**config.mk**
```make
export PLATFORM = sky130hd
export DESIGN_NAME = button_debounce_bank
export DESIGN_NICKNAME = d
export VERILOG_FILES = /design/src/rtl/input_pkg.sv /design/src/rtl/debounce_channel.sv /design/src/rtl/button_debounce_bank.sv
export SDC_FILE = /design/constraint.sdc
export NUM_CORES = 1
export LEC_CHECK = 0
export CELL_PAD_IN_SITES_DETAIL_PLACEMENT = 1
export CELL_PAD_IN_SITES_GLOBAL_PLACEMENT = 1
export CORE_AREA = 2 2 102 104
export CTS_CLUSTER_DIAMETER = 120
export DETAILED_ROUTE_END_ITERATION = 12
export DIE_AREA = 0 0 104 106
export PLACE_DENSITY_LB_ADDON = 0.1
export SYNTH_ARGS = -nofsm -noshare
export SYNTH_HDL_FRONTEND = slang
export SYNTH_SLANG_ARGS = --single-unit
export TNS_END_PERCENT = 1
```
**constraint.sdc**
```tcl
create_clock -name clk -period 2.8 [get_ports clk]
set_input_delay 0.56 -clock clk [delete_from_list [all_inputs] [get_ports clk]]
set_output_delay 0.56 -clock clk [all_outputs]
set_load 0.02 [all_outputs]
```
**src/rtl/input_pkg.sv**
```systemverilog
// Shared types and default timing constants for the front-panel input blocks.
package input_pkg;

  typedef enum logic [1:0] {
    IDLE   = 2'd0,
    HOLD   = 2'd1,
    REPEAT = 2'd2
  } repeat_state_t;

  localparam int DEB_STABLE_CYCLES_DEFAULT = 100000;
  localparam int DEB_REPEAT_PERIOD_DEFAULT = 5000000;

  function automatic int deb_max(input int a, input int b);
    return (a > b) ? a : b;
  endfunction

endpackage

```
**src/rtl/debounce_channel.sv**
```systemverilog
// One button channel: 2-FF synchroniser, symmetric stability filter and auto-repeat FSM.
//
//   state  | meaning
//   IDLE   | button released (or auto-repeat disabled)
//   HOLD   | press accepted, waiting out the initial repeat delay
//   REPEAT | emitting repeat pulses every REPEAT_PERIOD cycles
module debounce_channel
  import input_pkg::*;
#(
  parameter int STABLE_CYCLES = DEB_STABLE_CYCLES_DEFAULT,
  parameter int ACTIVE_LOW    = 0,
  parameter int REPEAT_DELAY  = 0,
  parameter int REPEAT_PERIOD = DEB_REPEAT_PERIOD_DEFAULT
) (
  input  logic clk,
  input  logic rst,
  input  logic btn_i,
  output logic btn_o,
  output logic press_o,
  output logic release_o,
  output logic repeat_o
);

  localparam int CW = (STABLE_CYCLES > 1) ? $clog2(STABLE_CYCLES) : 1;
  localparam int RW = $clog2(deb_max(REPEAT_DELAY, REPEAT_PERIOD) + 1);
  localparam logic          PIN_IDLE = (ACTIVE_LOW != 0);
  localparam logic          REP_EN   = (REPEAT_DELAY != 0);
  localparam logic [CW-1:0] CNT_LAST = CW'(STABLE_CYCLES - 1);
  localparam logic [RW-1:0] RD_LAST  = RW'((REPEAT_DELAY > 0) ? REPEAT_DELAY - 1 : 0);
  localparam logic [RW-1:0] RP_LAST  = RW'((REPEAT_PERIOD > 0) ? REPEAT_PERIOD - 1 : 0);

  logic [1:0]    sync_q;
  logic          raw;
  logic          level_q, level_d;
  logic [CW-1:0] cnt_q, cnt_d;
  logic          press_q, press_d;
  logic          release_q, release_d;
  logic          repeat_q, repeat_d;
  logic [RW-1:0] rcnt_q, rcnt_d;
  repeat_state_t state_q, state_d;

  // Synchroniser idles at the inactive pin level so reset never looks like a press.
  always_ff @(posedge clk or posedge rst) begin
    if (rst) begin
      sync_q <= {2{PIN_IDLE}};
    end else begin
      sync_q <= {sync_q[0], btn_i};
    end
  end

  assign raw = sync_q[1] ^ PIN_IDLE;

  always_comb begin
    level_d   = level_q;
    cnt_d     = cnt_q;
    press_d   = 1'b0;
    release_d = 1'b0;
    if (raw == level_q) begin
      cnt_d = '0;
    end else if (cnt_q == CNT_LAST) begin
      level_d   = raw;
      cnt_d     = '0;
      press_d   = raw;
      release_d = ~raw;
    end else begin
      cnt_d = cnt_q + CW'(1);
    end
  end

  // Release wins over a coincident repeat match so no pulse follows the release.
  always_comb begin
    state_d  = state_q;
    rcnt_d   = rcnt_q;
    repeat_d = 1'b0;
    case (state_q)
      IDLE: begin
        if (REP_EN && press_d) begin
          state_d = HOLD;
          rcnt_d  = '0;
        end
      end
      HOLD: begin
        if (release_d) begin
          state_d = IDLE;
          rcnt_d  = '0;
        end else if (rcnt_q == RD_LAST) begin
          state_d  = REPEAT;
          rcnt_d   = '0;
          repeat_d = 1'b1;
        end else begin
          rcnt_d = rcnt_q + RW'(1);
        end
      end
      REPEAT: begin
        if (release_d) begin
          state_d = IDLE;
          rcnt_d  = '0;
        end else if (rcnt_q == RP_LAST) begin
          rcnt_d   = '0;
          repeat_d = 1'b1;
        end else begin
          rcnt_d = rcnt_q + RW'(1);
        end
      end
      default: begin
        state_d = IDLE;
        rcnt_d  = '0;
      end
    endcase
  end

  always_ff @(posedge clk or posedge rst) begin
    if (rst) begin
      level_q   <= 1'b0;
      cnt_q     <= '0;
      press_q   <= 1'b0;
      release_q <= 1'b0;
      repeat_q  <= 1'b0;
      rcnt_q    <= '0;
      state_q   <= IDLE;
    end else begin
      level_q   <= level_d;
      cnt_q     <= cnt_d;
      press_q   <= press_d;
      release_q <= release_d;
      repeat_q  <= repeat_d;
      rcnt_q    <= rcnt_d;
      state_q   <= state_d;
    end
  end

  assign btn_o     = level_q;
  assign press_o   = press_q;
  assign release_o = release_q;
  assign repeat_o  = repeat_q;

endmodule

```
**src/rtl/button_debounce_bank.sv**
```systemverilog
// Bank of independent button debouncers with press/release pulses and auto-repeat.
module button_debounce_bank
  import input_pkg::*;
#(
  parameter int N_CH          = 4,
  parameter int STABLE_CYCLES = DEB_STABLE_CYCLES_DEFAULT,
  parameter int ACTIVE_LOW    = 0,
  parameter int REPEAT_DELAY  = 0,
  parameter int REPEAT_PERIOD = DEB_REPEAT_PERIOD_DEFAULT
) (
  input  logic            clk,
  input  logic            rst,
  input  logic [N_CH-1:0] btn_i,
  output logic [N_CH-1:0] btn_o,
  output logic [N_CH-1:0] press_o,
  output logic [N_CH-1:0] release_o,
  output logic [N_CH-1:0] repeat_o
);

  for (genvar g = 0; g < N_CH; g++) begin : g_ch
    debounce_channel #(
      .STABLE_CYCLES(STABLE_CYCLES),
      .ACTIVE_LOW   (ACTIVE_LOW),
      .REPEAT_DELAY (REPEAT_DELAY),
      .REPEAT_PERIOD(REPEAT_PERIOD)
    ) u_ch (
      .clk      (clk),
      .rst      (rst),
      .btn_i    (btn_i[g]),
      .btn_o    (btn_o[g]),
      .press_o  (press_o[g]),
      .release_o(release_o[g]),
      .repeat_o (repeat_o[g])
    );
  end

endmodule

```
# Word level (Yosys, flattened, before mapping)
# Index checks and enable logic that the tools add are counted.
# word_totals
register_bits	192
latch_bits	0
ramBits	0
romBits	0
output_inout_bits	16
wordCells	176
mem_count	0
# op_classes
add_sub_neg	8
n_mul	0
div_mod_pow	0
magnitude_cmp	0
n_eq_ne	28
shift	0
muxes	80
n_bitwise	12
n_reduce_logical	16
# ops
op	n
$mux 23	16
$pmux 23 s3	4
$mux 17	8
$add 23x1->23 const B	4
$eq 23x23->1 const B	4
$logic_not 23->1	4
$add 17x1->17 const B	4
$eq 17x17->1 const B	4
$mux 1	32
$mux 2	12
$pmux 2 s3	4
$ne 3x1->1 const B	4
$not 1->1	12
$reduce_and 3->1	4
$eq 2x1->1 const B	4
$eq 2x2->1 const B	4
$logic_not 2->1	4
$ne 2x1->1 const B	4
$pmux 1 s2	4
$reduce_and 2->1	4
$eq 1x1->1	4

# Depth between registers and ports, before layout
# Gate-level depths: netlist (run 1).
# depth
ltp_word	5
mapped_depth	7
depth_no_buf	5

# Modules after synthesis
# From an unflattened synthesis (run 1), not the netlist that was laid out.
# unflattened
cells_unflattened	392
area_unflattened_um2	4160.2
# by_module_without_submodules
module	instances	cells_each	area_each_um2	seq_area_each_um2
debounce_channel (g_ch[0].u_ch ...)	3	98	1032.2	550.5
debounce_channel (g_ch[3].u_ch)	1	98	1063.5	550.5

# Worst setup path after synthesis (run 1)
# No wires, ideal clock.
# synth_path
kind	register to register
start	register g_ch[0].u_ch.cnt_q[12]
end	register g_ch[0].u_ch.level_q
setup_time_ns	0.125
arrival_ns	1.716
t_required_ns	2.675
path_slack_ns	0.959
stages_incl_launch_ff	5
n_path_buf	1
synth_period_minus_slack_ns	1.841
cell_sequence	dfrtp_1 > buf_6 > or4b_1 > or4_4 > mux2_4
# synth_via
elab_chain_len	2
# synth_lines
element	line_no	source
start, declared	debounce_channel.sv:35	logic [CW-1:0] cnt_q, cnt_d;
start signal, assigned	debounce_channel.sv:123	cnt_q <= cnt_d;
$eq 17x17->1	debounce_channel.sv:60	end else if (cnt_q == CNT_LAST) begin
$reduce_and 2->1 (no line)	-	
end signal, assigned	debounce_channel.sv:122	level_q <= level_d;
end, declared	debounce_channel.sv:34	logic level_q, level_d;
# Every way passes these cells.
# A chain may end at the register's enable or synchronous reset.

# Worst setup path in the final report (run 1)
# layout_path
start	register g_ch[0].u_ch.level_q
end	output port btn_o[0]
# layout_lines
element	line_no	source
end, declared	button_debounce_bank.sv:14	output logic [N_CH-1:0] btn_o,
# No word-level cell between the ends.

==> flow_metrics.py, run 1 <==
metrics = {
    "run_status": {
        "status": "completed",
    },
    "worst_setup_path": {
        "reg2reg_slack_ns": 0.86,
        "cp-end-kind": "output port",
        "path_cells": "clkdlybuf4s50_1",
        "slowest_stage": "clkdlybuf4s50_1",
        "crit_type": "reg -> out",
        "crit_path_max_incr_delay_ns": 0.63,
        "cp_num_cells": 1,
        "crit_fanout": 5,
        "crit_family": "buffers and inverters",
        "crit_path_start_kind": "register",
        "worst_ep_arrival_time_ns": 1.42,
        "ff2ff_path_depth": 4,
        "cp.required_ns": 2.24,
        "crit_buf_inv": 1,
    },
    "clocking": {
        "htree_levels": 3,
        "cts.sinks": 88,
        "clkTransAtPathRegs_ns": 0.09,
        "cts_buffer_depth": 2,
        "cts_inserted_buffers": 9,
        "post-cts-setup-buffers": 0,
        "clockRootBuffer": "clkbuf_8",
        "cts_resized": 0,
        "insertion_delay_ns": 0.36,
        "cts_hold_buf": 0,
        "cts_tree": "done",
    },
    "cells_and_area": {
        "layout_commonest_cell": "dfrtp_1",
        "fillers": 1134,
        "seqCellArea_um2": 2202,
        "multi_input_area_um2": 1805,
        "fin_area_um2": 4659,
        "drive_above_1_share_pct": 6.699,
        "diodes": 0,
        "nNetsFinal": 423,
        "area_growth_pct": 11.06,
        "mostFrequentLayoutCells": "dfrtp_1, nor2_1, xnor2_1",
    },
    "global_route": {
        "antenna_found_initial": 0,
        "gr-usage-all-layers_pct": 16.75,
        "grt_pass1_vias": 3145,
        "grt_max_degree": 89,
        "grt-ovfl-total": 0,
        "grt_pass1_wl_mm": 15.07,
    },
    "sta": {
        "finalSetupViolations": 0,
        "final_max_slew_viol_count": 0,
        "slew_headroom_pct": 62.65,
        "finalClockSkew_ns": 0.006488,
        "fin_crit_ns": 1.981,
        "rsz0062_at_grt": "no",
        "tightest_slew_ns": 0.5588,
        "final_hold_viol_count": 0,
        "fmax_mhz": 504.9,
        "final.period_utilization_pct": 70.74,
        "finalSetupTns_ns": 0,
        "whs_ns": 0.3604,
        "fin_ws_ns": 0.8192,
    },
    "routing": {
        "avgViaCountPerCell": 5.209,
        "antenna_left": 0,
        "drc": 0,
        "post_drt_wl_per_cell_um": 14.80,
        "finalWirelength_mm": 8.201,
        "first_iter_violations": 85,
        "dr.pass1.iters": 4,
        "vias": 2886,
    },
    "logic_synthesis": {
        "synth_area_um2": 4195,
        "synth-seq-cells": 88,
        "synth-edff-count": 0,
        "synth_compound_area_share_pct": 1.282,
        "synth-seq-area-share_pct": 52.49,
        "synth_top_family_by_area": "simple AND/OR/NAND/NOR gates",
        "yosys_warnings": 0,
        "synth_simple_gate_area_share_pct": 26.51,
        "synth-xor-area-share_pct": 12.53,
        "synthFlopType": "dfrtp_1",
        "syn_avg_cell_area_um2": 10.36,
        "async_flop_share_pct": 100.0,
        "synthAdderAreaFrac_pct": 1.193,
        "syn_inst": 405,
        "muxShareOfSynthArea_pct": 1.163,
        "synth_cell_types": 40,
    },
    "floorplanning": {
        "start_util_pct": 41.95,
        "die-height_um": 106,
        "fp.dieArea_um2": 11020,
        "fp.dieW_um": 104,
        "core_um2": 10000,
        "rows": 37,
        "ios": 22,
    },
    "run": {
        "max_cap_violations": 0,
    },
    "power": {
        "p_switching_w": 0.0005297,
        "p_leak_nw": 1.831,
        "p_sw_share_pct": 21.30,
        "p_per_area_nw_per_um2": 533.7,
        "power_frac_seq_pct": 52.7,
        "p_clk_share_pct": 43.6,
        "combPwrFrac_pct": 3.7,
        "p_int_w": 0.001957,
        "ir_worst_vdd_uv": 302.8,
    },
    "placement": {
        "hpwl_mm": 5.535,
        "dp_worst_setup_slack_ns": 0.8448,
        "place.gp.congestion": 0.7638,
        "place_area_um2": 4405,
        "io_buffers": 17,
    },
    "hold_path": {
        "worstHoldPathType": "reg -> reg",
        "hold_depth": 0,
    },
}
==> per-layer routing <==
layer | part of all wire (%) | vias up | wire, um | GRT usage (%)
met3 | 2.4 | 9 | 195 | 4.047
li1 | - | 1400 | - | -
met2 | 48 | 30 | 3924 | 27.40
met1 | 48 | 1447 | 3958 | 22.00
met5 | 0 | - | 0 | 0
met4 | 1.5 | 0 | 123 | 5.502
==> final timing paths <==
kind / end / start
max: btn_o[0] / g_ch[0].u_ch.btn_o
min: g_ch[1].u_ch.sync_q[1] / g_ch[1].u_ch.sync_q[0]
max reg2reg: g_ch[0].u_ch.btn_o / g_ch[0].u_ch.cnt_q[0]
min reg2reg: g_ch[1].u_ch.sync_q[1] / g_ch[1].u_ch.sync_q[0]
max in group asynchronous: g_ch[3].u_ch.cnt_q[14] / rst
min in group asynchronous: g_ch[3].u_ch.cnt_q[12] / rst
==> power by group through the flow <==
stage	logic [W]	clock network [W]	registers [W]
floorplan	0.0000698	0	0.00133
global placement	0.0000924	0	0.00134
detailed placement	0.0000950	0	0.00134
CTS	0.0000963	0.00113	0.00131
global route	0.000106	0.00118	0.00132
finish	0.0000910	0.00108	0.00131
==> sequential cells by signal (all words and copies together), names as in the netlist <==
name and cells:
g_ch.u_ch.press_o 4, g_ch.u_ch.cnt_q 68, g_ch.u_ch.btn_o 4, g_ch.u_ch.release_o 4, g_ch.u_ch.sync_q 8
==> Yosys cell counts, types with 2 or more instances <==
cell | n | share of area [%]
a21oi_1 | 4 | 0.48
mux2_2 | 3 | 0.81
nor2_1 | 68 | 6.1
nor4_1 | 16 | 2.4
and3_1 | 5 | 0.75
buf_4 | 16 | 2.9
nor4b_1 | 3 | 0.63
nor2b_1 | 2 | 0.30
nand2_1 | 21 | 1.9
and4_1 | 5 | 1.0
buf_6 | 2 | 0.54
or4_1 | 2 | 0.36
or3_1 | 3 | 0.45
ha_1 | 4 | 1.2
buf_2 | 2 | 0.24
xnor2_1 | 40 | 8.4
clkbuf_1 | 4 | 0.36
o31ai_1 | 2 | 0.36
inv_1 | 7 | 0.63
xor2_1 | 20 | 4.2
nor3_1 | 14 | 1.7
nand3_1 | 23 | 2.7
nor4bb_1 | 5 | 1.2
nand4_1 | 24 | 3.6
nor3b_1 | 8 | 1.4
dfrtp_1 | 88 | 52
==> stage by stage <==
stage	utilization (%)	instances	power, W
5_1_grt	46.60	554	0.002601
2_1_floorplan	-	408	0.001399
3_3_place_gp	44.06	538	0.001428
3_5_place_dp	44.06	538	0.001432
6_report	46.60	554	0.002487
4_1_cts	46.60	554	0.002539
==> kinds of logic (layout without fill, tap and decap cells) <==
logic type / after synthesis / in the layout
simple gates: 207 / 207
mux: 4 / 4
buf+inv: 32 / 42
compound gates: 9 / 9
fa+ha+maj: 4 / 4
other cells: 1 / 4
flops: 88 / 88
xor+xnor: 60 / 60
==> area by class of cell <==
class                      instances  area share [%]
inverter                           7          0.6445
clock buffer                      11           3.249
clock inverter                     5           2.202
timing repair buffer              19           4.243
sequential                        88           47.26
multi-input combinational        288           38.75
tap                              136           3.652
(Power assumes the default switching activity.)
==> run 2: changes to the inputs <==
- clock period: 2.8 -> 1.8 ns (I/O delays scaled with it)
==> run 2 against run 1 <==
Compared with the run above: core utilization is 1.6 points higher; worst setup slack worse by 0.81 ns; die area stayed put; combinational power is 81% higher; critical endpoint is now g_ch[0].u_ch.btn_o; largest power group unchanged.
==> flow_metrics.py, run 2 (synthesized netlist as in run 1, its figures left out) <==
metrics = {
    "floorplanning": {
        "core_um2": 10000,
        "die-height_um": 106,
        "start_util_pct": 41.95,
        "ios": 22,
        "fp.dieW_um": 104,
        "fp.dieArea_um2": 11020,
        "rows": 37,
    },
    "hold_path": {
        "holdPathEnd": "g_ch[0].u_ch.sync_q[1]",
        "hold_depth": 0,
        "worstHoldPathType": "reg -> reg",
        "min_from": "g_ch[0].u_ch.sync_q[0]",
    },
    "power": {
        "p_clk_share_pct": 35.6,
        "ir_worst_vdd_uv": 404.0,
        "p_leak_nw": 1.983,
        "combPwrFrac_pct": 4.8,
        "power_frac_seq_pct": 59.6,
        "p_int_w": 0.002602,
        "p_sw_share_pct": 23.80,
        "p_per_area_nw_per_um2": 708.4,
        "p_switching_w": 0.0008125,
    },
    "clocking": {
        "cts_hold_buf": 0,
        "cts_tree": "done",
        "clockRootBuffer": "clkbuf_8",
        "cts_inserted_buffers": 9,
        "insertion_delay_ns": 0.36,
        "clkTransAtPathRegs_ns": 0.08,
        "cts.sinks": 88,
        "cts_buffer_depth": 2,
        "htree_levels": 3,
    },
    "worst_setup_path": {
        "slowest_stage": "or4b_1",
        "path_cells": "or4b_1 > or4_4 > mux2_4",
        "crit_fanout": 3,
        "cp-end-kind": "register",
        "worst_ep_arrival_time_ns": 2.04,
        "crit_path_max_incr_delay_ns": 0.51,
        "reg2reg_slack_ns": 0.01,
        "ff2ff_path_depth": 3,
        "crit_path_start_kind": "register",
        "crit_family": "simple AND/OR/NAND/NOR gates",
        "regToRegStartpoint": "g_ch[0].u_ch.cnt_q[11]",
        "crit_type": "reg -> reg",
        "crit_buf_inv": 0,
        "cp.required_ns": 2.05,
        "r2r-end": "g_ch[0].u_ch.btn_o",
    },
    "routing": {
        "post_drt_wl_per_cell_um": 14.69,
        "first_iter_violations": 93,
        "antenna_left": 0,
        "dr.pass1.iters": 4,
        "finalWirelength_mm": 8.533,
        "drc": 0,
        "avgViaCountPerCell": 5.189,
        "vias": 3015,
    },
    "cells_and_area": {
        "drive_above_1_share_pct": 12.81,
        "fillers": 1147,
        "stdcell_count": 581,
        "top_register": "g_ch.u_ch.cnt_q",
        "area_growth_pct": 14.88,
        "layout_commonest_cell": "dfrtp_1",
        "nNetsFinal": 450,
        "mostFrequentLayoutCells": "dfrtp_1, nor2_1, xnor2_1",
        "reg.largest.list": "g_ch.u_ch.cnt_q: 68 flops, g_ch.u_ch.sync_q: 8 flops",
        "diodes": 0,
        "largest_reg_flops": 68,
    },
    "placement": {
        "place.gp.congestion": 0.7436,
        "post-place-cells": 563,
        "hpwl_mm": 5.946,
        "io_buffers": 17,
    },
    "global_route": {
        "grt_max_degree": 89,
        "gr-usage-all-layers_pct": 17.39,
        "grt_pass1_wl_mm": 15.43,
        "grt-ovfl-total": 0,
        "antenna_found_initial": 0,
        "grt_pass1_vias": 3190,
    },
    "sta": {
        "final.period_utilization_pct": 99.47,
        "fin_crit_ns": 1.790,
        "finalSetupViolations": 0,
        "rsz0062_at_grt": "yes",
        "finalSetupTns_ns": 0,
        "final_hold_viol_count": 0,
        "fmax_mhz": 558.5,
        "final_max_slew_viol_count": 0,
        "finalClockSkew_ns": 0.009772,
    },
    "run_status": {
        "status": "completed",
    },
    "run": {
        "max_cap_violations": 0,
    },
}
-- run 2: cell count changes in the layout (fill, tap and decap cells not counted), moves of 2 or more --
cell	previous run	this run
buf_4	1	27
bufinv_16	3	0
clkbuf_1	0	3
clkdlybuf4s50_1	17	13
dfrtp_1	88	86
dfrtp_2	0	2
dlymetal6s2s_1	0	3
-- run 2: how the worst max path moves through the flow --
stage,from,end,slack [ns],depth (start not counted)
after floorplan,g_ch[0].u_ch.cnt_q[12],g_ch[0].u_ch.btn_o,-0.04,4
after global placement,g_ch[0].u_ch.cnt_q[11],g_ch[0].u_ch.btn_o,0.04,3
after detailed placement,g_ch[0].u_ch.cnt_q[11],g_ch[0].u_ch.cnt_q[10],0.02,4
after CTS,g_ch[3].u_ch.btn_o,btn_o[3],0.008,1
after global routing,g_ch[0].u_ch.cnt_q[1],g_ch[0].u_ch.btn_o,-0.06,4
final,g_ch[0].u_ch.cnt_q[11],g_ch[0].u_ch.btn_o,0.01,3
-- run 2: power groups by stage --
stage	registers, W	clock network, W	logic (W)
finish	0.00204	0.00121	0.000165
global route	0.00204	0.00136	0.000189
detailed placement	0.00208	0	0.000170
CTS	0.00204	0.00128	0.000170
global placement	0.00207	0	0.000164
floorplan	0.00207	0	0.000109
-- run 2: through the flow --
step / total power [W] / worst slack, ns / utilization (%) / instance area (um^2) / hold WS (ns)
after floorplan: 0.002177 / -0.04129 / - / 4210 / 0.3312
after global placement: 0.002239 / 0.04159 / 46.06 / 4606 / 0.3336
after detailed placement: 0.002245 / 0.01992 / 46.06 / 4606 / 0.3371
after CTS: 0.003488 / 0.007577 / 47.71 / 4771 / 0.3566
after global routing: 0.003597 / -0.05794 / 48.20 / 4820 / 0.3589
final: 0.003414 / 0.009591 / 48.20 / 4820 / 0.3531
-- run 2: area by class of cell --
class / instances / area (um^2) / share of cell area [%]
multi-input combinational: 288 / 1829 / 37.95
tap: 136 / 170.2 / 3.531
inverter: 7 / 30.03 / 0.6231
sequential: 88 / 2205 / 45.74
clock inverter: 3 / 17.52 / 0.3634
clock buffer: 13 / 148.9 / 3.089
timing repair buffer: 46 / 419.2 / 8.697
-- run 2: layer usage --
metal / global-route usage [%] / wire length, um / vias to the layer above
li1: - / - / 1462
met1: 23.32 / 4203 / 1525
met2: 28.01 / 4011 / 22
met3: 3.433 / 184 / 6
met4: 6.660 / 133 / 0
met5: 0 / 0 / -
-- run 2: timing repair --
item                       4_1_cts  5_1_grt
setup buffers                    0        2
setup endpoints to repair        1       53
pin swaps                        0        1
resized for setup                1        9
-- run 2: worst reg2reg max path, cell delays in order (launching register included) --
cell	delay [ns]
dfrtp_1	0.38
or4b_1	0.51
or4_4	0.48
mux2_4	0.32
